===== src/rtl/nn_train_seq.sv =====
// Training-loop sequencer: walks N_SAMPLES samples per epoch for N_EPOCHS epochs,
// strobing weight init/update and forward/backward enables as a Moore FSM.
module nn_train_seq #(
  parameter int N_SAMPLES  = 4,
  parameter int N_EPOCHS   = 1000,
  parameter int FWD_CYCLES = 3,
  parameter int BWD_CYCLES = 4,
  parameter int IDX_W      = 2,
  parameter int EP_W       = 16
) (
  input  logic             clk,
  input  logic             reset,
  input  logic             start,
  input  logic             stop,
  output logic             select_initial,
  output logic             select_update,
  output logic             fwd_en,
  output logic             bwd_en,
  output logic [IDX_W-1:0] sample_idx,
  output logic [EP_W-1:0]  epoch,
  output logic             busy,
  output logic             done
);

  localparam int CYC_MAX = (FWD_CYCLES > BWD_CYCLES) ? FWD_CYCLES : BWD_CYCLES;
  localparam int CYC_W   = $clog2(CYC_MAX + 1);

  typedef enum logic [2:0] {
    S_IDLE, S_INIT, S_FWD, S_BWD, S_UPD, S_DONE
  } state_t;

  state_t           state;
  logic [CYC_W-1:0] cyc;
  // {select_initial, select_update, fwd_en, bwd_en, done, busy}
  logic [5:0]       outs;

  // Output pattern of the state being entered, so the strobes are registered
  // alongside the state itself.
  function automatic logic [5:0] dec(input state_t s);
    case (s)
      S_INIT:  dec = 6'b100001;
      S_FWD:   dec = 6'b001001;
      S_BWD:   dec = 6'b000101;
      S_UPD:   dec = 6'b010001;
      S_DONE:  dec = 6'b000011;
      default: dec = 6'b000000;
    endcase
  endfunction

  always_ff @(posedge clk) begin
    if (!reset || (stop && state != S_IDLE)) begin
      state      <= S_IDLE;
      outs       <= '0;
      cyc        <= '0;
      sample_idx <= '0;
      epoch      <= '0;
    end else begin
      case (state)
        S_IDLE: begin
          if (start && !stop) begin
            state      <= S_INIT;
            outs       <= dec(S_INIT);
            cyc        <= '0;
            sample_idx <= '0;
            epoch      <= '0;
          end
        end
        S_INIT: begin
          state <= S_FWD;
          outs  <= dec(S_FWD);
          cyc   <= '0;
        end
        S_FWD: begin
          if (cyc == CYC_W'(FWD_CYCLES - 1)) begin
            state <= S_BWD;
            outs  <= dec(S_BWD);
            cyc   <= '0;
          end else begin
            cyc <= cyc + 1'b1;
          end
        end
        S_BWD: begin
          if (cyc == CYC_W'(BWD_CYCLES - 1)) begin
            state <= S_UPD;
            outs  <= dec(S_UPD);
            cyc   <= '0;
          end else begin
            cyc <= cyc + 1'b1;
          end
        end
        S_UPD: begin
          if (sample_idx != IDX_W'(N_SAMPLES - 1)) begin
            sample_idx <= sample_idx + 1'b1;
            state      <= S_FWD;
            outs       <= dec(S_FWD);
          end else if (epoch != EP_W'(N_EPOCHS - 1)) begin
            sample_idx <= '0;
            epoch      <= epoch + 1'b1;
            state      <= S_FWD;
            outs       <= dec(S_FWD);
          end else begin
            state <= S_DONE;
            outs  <= dec(S_DONE);
          end
        end
        S_DONE: begin
          state <= S_IDLE;
          outs  <= dec(S_IDLE);
        end
        default: begin
          state <= S_IDLE;
          outs  <= '0;
        end
      endcase
    end
  end

  assign select_initial = outs[5];
  assign select_update  = outs[4];
  assign fwd_en         = outs[3];
  assign bwd_en         = outs[2];
  assign done           = outs[1];
  assign busy           = outs[0];

endmodule


===== config.mk =====
export PLATFORM = sky130hd
export DESIGN_NAME = nn_train_seq
export DESIGN_NICKNAME = d
export VERILOG_FILES = /design/src/rtl/nn_train_seq.sv
export SDC_FILE = /design/constraint.sdc
export NUM_CORES = 1
export LEC_CHECK = 0
export CORE_ASPECT_RATIO = 0.75
export CORE_MARGIN = 1
export CORE_UTILIZATION = 56
export CTS_CLUSTER_SIZE = 8
export DETAILED_ROUTE_END_ITERATION = 7
export GPL_TIMING_DRIVEN = 0
export PLACE_DENSITY_LB_ADDON = 0.12
export RECOVER_POWER = 50
export SYNTH_ARGS = -nofsm -noshare
export SYNTH_HDL_FRONTEND = slang
export SYNTH_SLANG_ARGS = --single-unit

===== constraint.sdc =====
create_clock -name clk -period 3 [get_ports clk]
set_input_delay 0.45 -clock clk [delete_from_list [all_inputs] [get_ports clk]]
set_output_delay 0.45 -clock clk [all_outputs]
set_load 0.01 [all_outputs]

# After elaboration in Yosys (flattened, before gate mapping)
# Index checks and enable logic that the tools add are counted.
# W data, S select, Z words.
totals:
  regBits: 30
  latch_bits: 0
  mem_bits_rw: 0
  romBits: 0
  output_inout_bits: 24
  wordCells: 59
  n_memories: 0
op_classes:
  add_sub_neg: 3
  n_mul: 0
  n_div: 0
  order_cmp: 0
  eq_ne: 14
  shift: 0
  muxes: 24
  bitwise: 0
  reduce_logical: 13
op_table:
  columns: ["operator", "n"]
  rows:
  - ["$mux W16", 3]
  - ["$pmux W16 S2", 1]
  - ["$pmux W6 S5", 1]
  - ["$mux W3", 8]
  - ["$mux W6", 3]
  - ["$add A16 B1 Y16 const B", 1]
  - ["$ne A16 B10 Y1 const B", 1]
  - ["$pmux W3 S5", 1]
  - ["$eq A3 B2 Y1 const B", 4]
  - ["$ne A2 B2 Y1 const B", 6]
  - ["$pmux W3 S4", 1]
  - ["$mux W4", 2]
  - ["$mux W2", 3]
  - ["$reduce_and A3 Y1", 2]
  - ["$pmux W2 S2", 1]
  - ["$reduce_and A4 Y1", 1]
  - ["$reduce_bool A4 Y1", 1]
  - ["$add A3 B1 Y3 const B", 1]
  - ["$eq A3 B1 Y1 const B", 1]
  - ["$eq A3 B3 Y1 const B", 1]
  - ["$logic_not A3 Y1", 1]
  - ["$ne A3 B3 Y1 const B", 1]
  - ["$reduce_bool A3 Y1", 1]
  - ["$add A2 B1 Y2 const B", 1]
  - ["5 further kinds", 7]

# Logic depth before layout (Yosys ltp)
# Gate-level depths: netlist of the first run.
depth:
  depth_word: 4
  mapped_depth: 8
  ltp_nobuf: 7

# Least setup slack after synthesis of the first run
# OpenSTA, ideal clock, no wires.
synth_path:
  kind: "register to register"
  from: "register epoch[0]"
  to: "register epoch[7]"
  arrival_ns: 1.700
  t_required_ns: 2.930
  slack_ns: 1.230
  path_stages_with_launch: 9
  n_path_buf: 2
  synth_period_minus_slack_ns: 1.770
  cell_sequence: "dfxtp_1 -> ha_1 -> and4bb_2 -> nand4_1 -> a21oi_2 -> buf_6 -> buf_4 -> o21ai_0 -> a21oi_1"
synth_between:
  elab_chain_cells: 4
  word_cells_on_any_way: 7
  classes_between: "add/sub (1); eq/ne (2); mux (3); reduce/logical (1)"
synth_rtl:
  columns: ["item", "line", "text"]
  rows:
  - ["start: declaration", "20", "output logic [EP_W-1:0] epoch,"]
  - ["start signal: assignment", "98", "epoch <= epoch + 1'b1;"]
  - ["$add A16 B1 Y16", "98", null]
  - ["$mux W16", "96", "end else if (epoch != EP_W'(N_EPOCHS - 1)) begin"]
  - ["$mux W16", "92", "if (sample_idx != IDX_W'(N_SAMPLES - 1)) begin"]
  - ["$pmux W16 S2", "58", "case (state)"]
# Parallel ways exist; a longest one is shown, timed or not. The select of a mux whose other input is x is not followed.
# A chain may end at the register's enable or synchronous reset.

# Worst setup path after layout of the first run
layout_path:
  from: "register epoch[4]"
  to: "register epoch[11]"
# Same word-level chain as after synthesis.

==> qor.log, run 1 <==
qor: sta.rsz0062_at_grt no
qor: sta.worst_hold_slack 0.451 ns
qor: synth.synth_cells 187
qor: sta.fin_worst_skew 0.00714 ns
qor: clock_network.post_cts_resize_count 0
qor: synth.netlist_area 1630 µm²
qor: drt.detail_route.first_pass.iterations 4
qor: worst_hold_path.hp-class flip-flop to flip-flop
qor: power_and_ir_drop.internal_power 0.000787 W
qor: sta.slew-limit-headroom 60.1%
qor: sta.timing.setup.tns 0 ns
qor: sta.fmaxAchievable 486 MHz
qor: clock_network.cts_made_buffers 5
qor: power_and_ir_drop.switching_share 35.0%
qor: placed_design.dp_hpwl 2800 µm
qor: floorplanning.dieArea 3120 µm²
qor: worst_setup_path.critPathMaxFanout 10
qor: clock_network.post-cts-setup-buffers 0
qor: synth.syn_avg_cell_area 8.69 µm²
qor: sta.timing.final.setup_violations 0
qor: grt.grt_pass1_wl 6210 µm
qor: synth.part_of_the_yosys_area_used_for_sequential_elements 37.0%
qor: floorplanning.initial_util 60.6%
qor: worst_setup_path.end_kind flip-flop
qor: drt.wl_per_cell 14.6 µm
qor: worst_setup_path.worst_setup_path_start_kind flip-flop
qor: synth.register_bit_total_from_synthesis 30
qor: synth.synthFlopType sky130_fd_sc_hd__dfxtp_1
qor: clock_network.cts_buffer_depth 2
qor: clock_network.insertion_delay 0.29 ns
qor: synth.syn_nets 197
qor: final_layout.antenna_cells_inserted 0
qor: synth.count_of_flip_flops_with_a_built_in_enable_after_synthesis 0
qor: power_and_ir_drop.power.share.sequential 37.2%
qor: final_layout.layout.filler_cells 197
qor: grt.gr-usage-all-layers 26.8%
qor: final_layout.layout-drive-gt1-share 14.0%
qor: power_and_ir_drop.design_power_total 0.00121 W
qor: placed_design.buffer_ports.inserted 27
qor: clock_network.cts.reportedPaths.clkPinSlew 0.06 ns
qor: outcome.outcome complete, no violations
qor: power_and_ir_drop.p_per_area 594 nW/µm²
qor: sta.period_share 68.6%
qor: power_and_ir_drop.leak 0.733 nW
qor: clock_network.cts.root.buffer_cell sky130_fd_sc_hd__clkbuf_8
qor: sta.period_minus_slack 2.06 ns
qor: sta.tightestPinTransition 0.598 ns
qor: grt.antenna_found_initial 0
qor: grt.grt_max_degree 11
qor: drt.drcViolationCount 0
qor: synth.synth_async_sr_flop_share 0%
qor: power_and_ir_drop.total_switching_power 0.000423 W
qor: floorplanning.num_rows 16
qor: clock_network.postCtsHoldBufs 0
qor: placed_design.place_congestion 0.860
qor: drt.vias_per_cell 5.74
qor: final_layout.area_delta_synth_final 25.3%
qor: drt.total_length_of_routed_wires 3760 µm
qor: power_and_ir_drop.clkPwrFrac 27.9%
qor: grt.overflow 0
qor: drt.dr.first_iter.drc_count 123
qor: synth.post_synthesis_cell_type_count 50
qor: sta.final_hold_viol_count 0
qor: run.max-cap-violations 0
qor: grt.grt_pass1_vias 1269
qor: floorplanning.chipHeight 48.7 µm
qor: drt.final_antenna_net_count 0
qor: clock_network.clock_sink_count 30
qor: clock_network.htree_num_levels 2
qor: power_and_ir_drop.combinationalPowerShare 34.9%
qor: worst_setup_path.worst_ep_arrival_time 2.27 ns
qor: clock_network.cts_tree done
qor: floorplanning.top_level_ports 28
qor: synth.yosysWarnings 0
qor: floorplanning.die_w 64.2 µm
qor: worst_setup_path.worstSetupPathType flip-flop to flip-flop
qor: floorplanning.core_area 2680 µm²
qor: worst_setup_path.timing.critical_path.required 3.22 ns
qor: power_and_ir_drop.worst_ir_drop_vdd 0.457 mV
qor: sta.slew_violations 0
qor: drt.vias 1482
qor: final_layout.layout.nets 231
==> power groups by stage <==
stage | Sequential, W | Clock, W | Combinational [W]
detailed placement | 0.000459 | 0 | 0.000422
global route | 0.000452 | 0.000372 | 0.000455
CTS | 0.000450 | 0.000344 | 0.000423
global placement | 0.000455 | 0 | 0.000413
finish | 0.000450 | 0.000338 | 0.000423
floorplan | 0.000463 | 0 | 0.000305
==> worst paths after layout <==
check | from | end | slack [ns] | depth (start not counted)
worst max-delay path | epoch[4]$_SDFFE_PP0P_ | epoch[11]$_SDFFE_PP0P_ | 0.94 | 7
worst min register to register | outs[4]$_SDFFE_PP0P_ | outs[4]$_SDFFE_PP0P_ | 0.45 | 2
worst min-delay path | outs[4]$_SDFFE_PP0P_ | outs[4]$_SDFFE_PP0P_ | 0.45 | 2
worst max register to register | epoch[4]$_SDFFE_PP0P_ | epoch[11]$_SDFFE_PP0P_ | 0.94 | 7
==> cell usage in the layout (no fill, tap or decap), types with 3 or more instances in the layout <==
master                            instances
sky130_fd_sc_hd__a211oi_1                 3
sky130_fd_sc_hd__a21oi_1                 19
sky130_fd_sc_hd__a31oi_1                  3
sky130_fd_sc_hd__buf_2                    4
sky130_fd_sc_hd__buf_6                    3
sky130_fd_sc_hd__clkbuf_8                 6
sky130_fd_sc_hd__clkdlybuf4s50_1          5
sky130_fd_sc_hd__dfxtp_1                 30
sky130_fd_sc_hd__dlygate4sd3_1           22
sky130_fd_sc_hd__ha_1                     6
sky130_fd_sc_hd__inv_1                    4
sky130_fd_sc_hd__nand2_1                 18
sky130_fd_sc_hd__nand2b_1                 4
sky130_fd_sc_hd__nand3_1                  8
sky130_fd_sc_hd__nand4_1                  5
sky130_fd_sc_hd__nor2_1                  17
sky130_fd_sc_hd__o21ai_0                  7
sky130_fd_sc_hd__or3_1                    9
sky130_fd_sc_hd__or4_1                    3
sky130_fd_sc_hd__xnor2_1                  4
==> Yosys cell counts, drive strengths merged, types with 2 or more instances <==
cell	instances	area [µm²]
or2	2	12.5
ha	6	75.1
nor2b	2	12.5
or4	3	22.5
nand2	19	73.8
nand2b	5	38.8
a31oi	3	18.8
nor2	18	75.1
and2	2	15.0
xnor2	4	35.0
nand3	8	40.0
or3	10	67.6
dfxtp	30	601
xor2	2	17.5
nor3b	3	27.5
o31ai	2	15.0
o21ai	9	45.0
a211oi	3	22.5
buf	9	65.1
a21oi	20	104
inv	4	15.0
a2111oi	2	55.1
nand4	5	31.3
==> flip-flops by register name, indices dropped and copies added, names as in the netlist <==
register	count
epoch	16
outs	6
cyc	3
state	3
sample_idx	2
==> kinds of logic (layout without fill, tap and decap cells) <==
| family | count (synthesis) | in the layout | share of synthesized area, % |
|---|---|---|---|
| mux | 1 | 1 | 0.616 |
| buf+inv | 13 | 48 | 4.93 |
| fa+ha+maj | 6 | 6 | 4.62 |
| simple gates | 86 | 86 | 30.3 |
| compound gates | 45 | 45 | 19.4 |
| flops | 30 | 30 | 37.0 |
| xor+xnor | 6 | 6 | 3.23 |
==> final cells by class <==
type,instances,area (µm²),area share [%]
multi-input cells,144,945,46.4
flip-flops and latches,30,601,29.5
repair buffers,27,270,13.3
clock buffers,6,82.6,4.06
plain buffers,9,65.1,3.20
well taps,36,45.0,2.21
inverters,4,15.0,0.738
clock inverters,2,12.5,0.615
==> critical path, stage by stage (launching register included) <==
cell                      delay, ns
sky130_fd_sc_hd__dfxtp_1       0.36
sky130_fd_sc_hd__nor4_1        0.48
sky130_fd_sc_hd__nand4_1       0.27
sky130_fd_sc_hd__a21oi_2       0.29
sky130_fd_sc_hd__buf_6         0.17
sky130_fd_sc_hd__buf_4         0.18
sky130_fd_sc_hd__o21ai_0       0.11
sky130_fd_sc_hd__a21oi_1       0.13
==> routing by layer <==
layer / part of all wire [%] / track usage (%) / vias to the layer above / wire length, µm
met5: 0 / 0 / - / 0
met4: 1.4 / 8.89 / 0 / 53
met3: 7.8 / 9.67 / 6 / 293
met2: 42 / 36.3 / 51 / 1570
met1: 49 / 38.8 / 682 / 1840
li1: - / - / 743 / -
==> metrics by stage <==
step                      util [%]  setup slack (ns)  cells  cell area [µm²]
after floorplan                  -              1.23    187             1630
after global placement        72.3             0.982    250             1940
after detailed placement      72.3             0.944    250             1940
after CTS                     75.9             0.966    258             2040
after global routing          75.9             0.805    258             2040
final                         75.9             0.941    258             2040
Power figures use the tool's default switching activity.
==> run 2: changes to the inputs <==
Settings changed: CORE_UTILIZATION 56 to 52.
Clock period 3 ns to 2 ns, I/O delays scaled along.
==> run 2 against run 1 <==
  * Final area is 1.7% higher
  * Sequential power is 50% higher
  * Combinational power is 60% higher
  * Utilization is 5.8 points lower
  * Flip-flop and latch count stayed put
  * Register-to-register slack worse by 0.84 ns
  * Highest routed layer unchanged
  * Fmax is 8.3% higher
  * Die area is 7.4% higher
  * Clock power is 50% higher
  * Largest power group is now combinational cells
  * Non-clock buffer count is 1 higher
  * Wire length is 4.8% higher
  * Global-route usage is 0.54 points lower
==> qor.log, run 2 (synthesized netlist as in run 1, its figures left out) <==
qor: clock_network.cts.root.buffer_cell sky130_fd_sc_hd__clkbuf_8 [unchanged]
qor: clock_network.clock_sink_count 30 [unchanged]
qor: sta.fin_ws 0.0992 ns [was 0.941 ns]
qor: drt.drcViolationCount 0 [unchanged]
qor: final_layout.layout.nets 232 [was 231]
qor: worst_setup_path.end_kind flip-flop [unchanged]
qor: floorplanning.num_rows 17 [was 16]
qor: floorplanning.chipHeight 50.4 µm [was 48.7 µm]
qor: worst_setup_path.crit-reg2reg-launch epoch[0]$_SDFFE_PP0P_ [was epoch[4]$_SDFFE_PP0P_]
qor: floorplanning.die_w 66.6 µm [was 64.2 µm]
qor: power_and_ir_drop.worst_ir_drop_vdd 0.810 mV [was 0.457 mV]
qor: grt.antenna_found_initial 0 [unchanged]
qor: clock_network.cts.reportedPaths.clkPinSlew 0.06 ns [about the same]
qor: clock_network.insertion_delay 0.28 ns [was 0.29 ns]
qor: drt.vias_per_cell 5.80 [was 5.74]
qor: final_layout.antenna_cells_inserted 0 [unchanged]
qor: sta.timing.final.setup_violations 0 [unchanged]
qor: final_layout.max_flop_register epoch [unchanged]
qor: power_and_ir_drop.p_per_area 896 nW/µm² [was 594 nW/µm²]
qor: clock_network.postCtsHoldBufs 0 [unchanged]
qor: worst_hold_path.min-delay-start outs[0]$_SDFFE_PP0P_ [was outs[4]$_SDFFE_PP0P_]
qor: floorplanning.dieArea 3360 µm² [was 3120 µm²]
qor: sta.worst_hold_slack 0.455 ns [was 0.451 ns]
qor: placed_design.dp_hpwl 2880 µm [was 2800 µm]
qor: outcome.outcome complete, no violations [unchanged]
qor: final_layout.final_cell_mix sky130_fd_sc_hd__dfxtp_1, sky130_fd_sc_hd__a21oi_1, sky130_fd_sc_hd__nand2_1 [was sky130_fd_sc_hd__dfxtp_1, sky130_fd_sc_hd__dlygate4sd3_1, sky130_fd_sc_hd__a21oi_1]
qor: clock_network.htree_num_levels 2 [unchanged]
qor: worst_setup_path.worst_ep_arrival_time 2.11 ns [was 2.27 ns]
qor: sta.period_share 95.0% [was 68.6%]
qor: sta.slew_violations 0 [unchanged]
qor: sta.fin_worst_skew 0.00286 ns [was 0.00714 ns]
qor: drt.detail_route.first_pass.iterations 4 [unchanged]
qor: worst_setup_path.critPathCapture epoch[6]$_SDFFE_PP0P_ [was epoch[11]$_SDFFE_PP0P_]
qor: final_layout.final_cell_count_no_fill 261 [was 258]
qor: final_layout.area_delta_synth_final 27.4% [was 25.3%]
qor: worst_setup_path.worst_setup_path_start_kind flip-flop [unchanged]
qor: final_layout.top_regs epoch (16), outs (6) [unchanged]
qor: worst_setup_path.critPathMaxFanout 10 [unchanged]
qor: clock_network.cts_tree done [unchanged]
qor: worst_setup_path.critical_path.startpoint epoch[0]$_SDFFE_PP0P_ [was epoch[4]$_SDFFE_PP0P_]
qor: placed_design.place_congestion 0.897 [was 0.860]
qor: drt.total_length_of_routed_wires 3940 µm [was 3760 µm]
qor: sta.fmaxAchievable 526 MHz [was 486 MHz]
qor: sta.tightestPinTransition 0.590 ns [was 0.598 ns]
qor: placed_design.buffer_ports.inserted 27 [unchanged]
qor: drt.dr.first_iter.drc_count 129 [was 123]
qor: sta.period_minus_slack 1.90 ns [was 2.06 ns]
qor: sta.final_hold_viol_count 0 [unchanged]
qor: power_and_ir_drop.design_power_total 0.00186 W [was 0.00121 W]
qor: grt.grt_pass1_wl 6360 µm [was 6210 µm]
qor: clock_network.cts_made_buffers 5 [unchanged]
qor: placed_design.placement.setup.worst_slack -0.0144 ns [was 0.944 ns]
qor: grt.grt_max_degree 11 [unchanged]
qor: grt.overflow 0 [unchanged]
qor: grt.grt_pass1_vias 1328 [was 1269]
qor: floorplanning.core_area 2960 µm² [was 2680 µm²]
qor: drt.final_antenna_net_count 0 [unchanged]
qor: floorplanning.top_level_ports 28 [unchanged]
qor: sta.slew-limit-headroom 60.6% [was 60.1%]
qor: final_layout.finalCoreUtilization 70.0% [was 75.9%]
qor: worst_setup_path.r2r_end epoch[6]$_SDFFE_PP0P_ [was epoch[11]$_SDFFE_PP0P_]
qor: worst_setup_path.reg2reg_depth 8 [was 7]
qor: run.max-cap-violations 0 [unchanged]
qor: floorplanning.initial_util 55.0% [was 60.6%]
qor: drt.vias 1514 [was 1482]
qor: worst_setup_path.timing.reg2reg.setup_slack 0.1 ns [was 0.94 ns]
qor: final_layout.layout_commonest_cell sky130_fd_sc_hd__dfxtp_1 [unchanged]
qor: power_and_ir_drop.leak 0.695 nW [was 0.733 nW]
qor: worst_setup_path.worstSetupPathType flip-flop to flip-flop [unchanged]
qor: drt.wl_per_cell 15.1 µm [was 14.6 µm]
qor: worst_setup_path.timing.critical_path.required 2.21 ns [was 3.22 ns]
qor: placed_design.placed_cells_incl_taps 252 [was 250]
qor: final_layout.layout.filler_cells 233 [was 197]
qor: grt.gr-usage-all-layers 26.2% [was 26.8%]
qor: worst_hold_path.hp-class flip-flop to flip-flop [unchanged]
qor: sta.rsz0062_at_grt yes [was no]
qor: final_layout.layout-drive-gt1-share 15.7% [was 14.0%]
qor: final_layout.largest_register_ff_count 16 [unchanged]
qor: clock_network.cts_buffer_depth 2 [unchanged]
==> run 2: area by class of cell <==
cell class	count	area (µm²)	area share, %
Multi-Input combinational cell	144	971	46.9
Sequential cell	30	603	29.1
Timing Repair Buffer	28	278	13.4
Clock buffer	7	86.3	4.17
Buffer	9	65.1	3.14
Tap cell	38	47.5	2.30
Inverter	4	15.0	0.725
Clock inverter	1	5.00	0.242
==> run 2: worst max-delay path: stages, from the launching register on <==
cell	delay [ns]
sky130_fd_sc_hd__dfxtp_2	0.38
sky130_fd_sc_hd__ha_2	0.22
sky130_fd_sc_hd__and4bb_2	0.25
sky130_fd_sc_hd__nand4_1	0.15
sky130_fd_sc_hd__a21oi_2	0.24
sky130_fd_sc_hd__buf_6	0.16
sky130_fd_sc_hd__buf_4	0.18
sky130_fd_sc_hd__o21ai_0	0.09
sky130_fd_sc_hd__a21oi_1	0.15
==> run 2: how the worst min path moves through the flow <==
| stage | end | slack [ns] | cells past startpoint |
|---|---|---|---|
| 6_report | outs[0]$_SDFFE_PP0P_ | 0.46 | 2 |
| 5_1_grt | outs[0]$_SDFFE_PP0P_ | 0.49 | 2 |
| 3_3_place_gp | outs[0]$_SDFFE_PP0P_ | 0.44 | 2 |
| 2_1_floorplan | outs[0]$_SDFFE_PP0P_ | 0.48 | 2 |
| 4_1_cts | outs[4]$_SDFFE_PP0P_ | 0.46 | 2 |
| 3_5_place_dp | outs[4]$_SDFFE_PP0P_ | 0.45 | 2 |
==> run 2: metrics by stage <==
stage,cell area (µm²),TNS (ns)
finish,2070,0
detailed placement,1940,-0.0338
global route,2070,-0.00714
floorplan,1630,0
CTS,2040,0
global placement,1940,0
==> run 2: what timing repair did <==
action | in CTS | in global routing
resized for setup | 0 | 6
buffers inserted | 1 | 0
setup endpoints to repair | 7 | 13
pin swaps | 1 | 3
==> run 2: layer usage <==
metal | GRT usage (%) | wire, µm | up-vias
li1 | - | - | 742
met1 | 36.5 | 1960 | 723
met2 | 38.2 | 1710 | 45
met3 | 8.86 | 235 | 4
met4 | 7.45 | 34 | 0
met5 | 0 | 0 | -
==> run 2: report_power, final <==
part           internal, W  switching, W  leakage (nW)
Clock             0.000277      0.000229        0.0482
Combinational     0.000271      0.000405         0.404
Sequential        0.000650     0.0000223         0.243
Total              0.00120      0.000656         0.695
==> run 3: changes to the inputs <==
Settings changed: CAP_MARGIN set to 20, MAX_ROUTING_LAYER set to met4.
Clock period 2 ns to 2.07 ns, I/O delays scaled along.
==> run 3 against run 2 <==
  * Clock power is 4% lower
  * Register-to-register slack improved by 0.04 ns
  * Via count increased by 1.3%
  * Global-route usage grew 0.48 points
  * Non-clock buffer count shrank 1
  * Final area decreased by 1.2%
  * Sequential power is 3.4% lower
  * Final cell count fell by 0.38%
  * Utilization decreased by 0.85 points
  * Hold slack about the same
  * Critical path type unchanged
==> qor.log, run 3 (synthesized netlist as in run 1, its figures left out) <==
qor: sta.tightestPinTransition 0.628 ns [was 0.590 ns]
qor: floorplanning.dieArea 3360 µm² [unchanged]
qor: final_layout.max_flop_register epoch [unchanged]
qor: drt.vias 1533 [was 1514]
qor: floorplanning.chipHeight 50.4 µm [unchanged]
qor: sta.final_hold_viol_count 0 [unchanged]
qor: drt.final_antenna_net_count 0 [unchanged]
qor: sta.period_minus_slack 1.93 ns [was 1.90 ns]
qor: worst_setup_path.r2r_end epoch[6]$_SDFFE_PP0P_ [unchanged]
qor: grt.antenna_found_initial 0 [unchanged]
qor: final_layout.layout-drive-gt1-share 15.3% [was 15.7%]
qor: floorplanning.core_area 2960 µm² [unchanged]
qor: worst_hold_path.min_path_cells 2 [unchanged]
qor: sta.fin_worst_skew 0.00217 ns [was 0.00286 ns]
qor: final_layout.fin_area 2050 µm² [was 2070 µm²]
qor: sta.timing.setup.tns 0 ns [unchanged]
qor: sta.period_share 93.1% [was 95.0%]
qor: drt.vias_per_cell 5.90 [was 5.80]
qor: placed_design.dp_hpwl 2880 µm [unchanged]
qor: worst_setup_path.crit-reg2reg-launch epoch[0]$_SDFFE_PP0P_ [unchanged]
qor: drt.wl_per_cell 15.0 µm [was 15.1 µm]
qor: outcome.outcome complete, no violations [unchanged]
qor: clock_network.clock_sink_count 30 [unchanged]
qor: placed_design.place_congestion 0.912 [was 0.897]
qor: placed_design.placed_cell_area 1940 µm² [unchanged]
qor: floorplanning.num_rows 17 [unchanged]
qor: grt.overflow 0 [unchanged]
qor: worst_setup_path.timing.critical_path.required 2.28 ns [was 2.21 ns]
qor: clock_network.htree_num_levels 2 [unchanged]
qor: final_layout.antenna_cells_inserted 0 [unchanged]
qor: drt.total_length_of_routed_wires 3900 µm [was 3940 µm]
qor: final_layout.layout_commonest_cell sky130_fd_sc_hd__dfxtp_1 [unchanged]
qor: worst_setup_path.worst_setup_path_start_kind flip-flop [unchanged]
qor: worst_setup_path.worstSetupPathType flip-flop to flip-flop [unchanged]
qor: worst_hold_path.min-delay-start outs[0]$_SDFFE_PP0P_ [unchanged]
qor: power_and_ir_drop.p_per_area 858 nW/µm² [was 896 nW/µm²]
qor: grt.gr-usage-all-layers 26.7% [was 26.2%]
qor: clock_network.post_cts_resize_count 0 [unchanged]
qor: worst_hold_path.min_to outs[0]$_SDFFE_PP0P_ [unchanged]
qor: worst_setup_path.end_kind flip-flop [unchanged]
qor: final_layout.top_regs epoch (16), outs (6) [unchanged]
qor: sta.rsz0062_at_grt no [was yes]
qor: clock_network.cts_buffer_depth 2 [unchanged]
qor: clock_network.insertion_delay 0.28 ns [about the same]
qor: placed_design.buffer_ports.inserted 27 [unchanged]
qor: final_layout.largest_register_ff_count 16 [unchanged]
qor: sta.fmaxAchievable 519 MHz [was 526 MHz]
qor: run.max-cap-violations 0 [unchanged]
qor: final_layout.finalCoreUtilization 69.2% [was 70.0%]
qor: floorplanning.initial_util 55.0% [unchanged]
qor: clock_network.cts.reportedPaths.clkPinSlew 0.06 ns [about the same]
qor: sta.slew-limit-headroom 58.1% [was 60.6%]
qor: sta.slew_violations 0 [unchanged]
qor: clock_network.cts_tree done [unchanged]
qor: final_layout.area_delta_synth_final 25.9% [was 27.4%]
qor: clock_network.cts.root.buffer_cell sky130_fd_sc_hd__clkbuf_8 [unchanged]
qor: power_and_ir_drop.leak 0.742 nW [was 0.695 nW]
qor: floorplanning.die_w 66.6 µm [unchanged]
qor: drt.dr.first_iter.drc_count 114 [was 129]
qor: drt.drcViolationCount 0 [unchanged]
qor: drt.detail_route.first_pass.iterations 5 [was 4]
qor: grt.grt_max_degree 11 [unchanged]
qor: worst_setup_path.timing.reg2reg.setup_slack 0.14 ns [was 0.1 ns]
qor: sta.timing.final.setup_violations 0 [unchanged]
qor: grt.grt_pass1_vias 1319 [was 1328]
qor: worst_hold_path.hp-class flip-flop to flip-flop [unchanged]
qor: clock_network.cts_made_buffers 5 [unchanged]
qor: worst_setup_path.reg2reg_depth 8 [unchanged]
qor: final_layout.layout.nets 231 [was 232]
qor: power_and_ir_drop.worst_ir_drop_vdd 0.760 mV [was 0.810 mV]
qor: worst_setup_path.critPathMaxFanout 10 [unchanged]
qor: clock_network.post-cts-setup-buffers 0 [was 1]
qor: worst_setup_path.worst_ep_arrival_time 2.14 ns [was 2.11 ns]
qor: final_layout.final_cell_mix sky130_fd_sc_hd__dfxtp_1, sky130_fd_sc_hd__dlygate4sd3_1, sky130_fd_sc_hd__a21oi_1 [was sky130_fd_sc_hd__dfxtp_1, sky130_fd_sc_hd__a21oi_1, sky130_fd_sc_hd__nand2_1]
qor: grt.grt_pass1_wl 6340 µm [was 6360 µm]
qor: clock_network.postCtsHoldBufs 0 [unchanged]
qor: floorplanning.top_level_ports 28 [unchanged]
-- run 3: critical path: stages (launching register included) --
cell                       delay (ns)
sky130_fd_sc_hd__dfxtp_2         0.37
sky130_fd_sc_hd__ha_2            0.22
sky130_fd_sc_hd__and4bb_2        0.25
sky130_fd_sc_hd__nand4_1         0.15
sky130_fd_sc_hd__a21oi_2         0.27
sky130_fd_sc_hd__buf_6           0.17
sky130_fd_sc_hd__buf_4           0.18
sky130_fd_sc_hd__o21ai_0         0.09
sky130_fd_sc_hd__a21oi_1         0.15
-- run 3: metal layers --
| layer | wire length, µm | track usage [%] | share of wire (%) |
|---|---|---|---|
| met1 | 1890 | 36.3 | 48 |
| met2 | 1710 | 38.0 | 44 |
| met3 | 259 | 8.18 | 6.6 |
| met4 | 38 | 7.45 | 0.98 |
| met5 | 0 | - | 0 |
-- run 3: worst max-delay path by stage --
stage / cells after the start / startpoint / to
floorplan: 8 / epoch[0]$_SDFFE_PP0P_ / epoch[7]$_SDFFE_PP0P_
global placement: 8 / epoch[0]$_SDFFE_PP0P_ / epoch[7]$_SDFFE_PP0P_
detailed placement: 8 / epoch[0]$_SDFFE_PP0P_ / epoch[4]$_SDFFE_PP0P_
CTS: 8 / epoch[0]$_SDFFE_PP0P_ / epoch[6]$_SDFFE_PP0P_
global route: 8 / epoch[0]$_SDFFE_PP0P_ / epoch[7]$_SDFFE_PP0P_
finish: 8 / epoch[0]$_SDFFE_PP0P_ / epoch[6]$_SDFFE_PP0P_
-- run 3: layout make-up --
cell class                 instances  area (µm²)
multi-input combinational        144         953
clock inverter                     1        5.00
tap                               38        47.5
inverter                           4        15.0
sequential                        30         603
timing repair buffer              27         270
fill                             236         911
buffer                             9        65.1
clock buffer                       7        86.3
-- run 3: power breakdown --
group,total (W),switching (W),internal (W)
clock network,0.000487,0.000220,0.000268
logic,0.000617,0.000372,0.000245
registers,0.000650,0.0000215,0.000628
-- run 3: metrics by stage --
| stage | setup slack (ns) | hold slack, ns | power, W | cells |
|---|---|---|---|---|
| finish | 0.143 | 0.455 | 0.00175 | 260 |
| global route | 0.0159 | 0.490 | 0.00184 | 260 |
| CTS | 0.0239 | 0.460 | 0.00177 | 260 |
| detailed placement | 0.0556 | 0.451 | 0.00128 | 252 |
| global placement | 0.127 | 0.440 | 0.00126 | 252 |
| floorplan | 0.300 | 0.475 | 0.00111 | 187 |
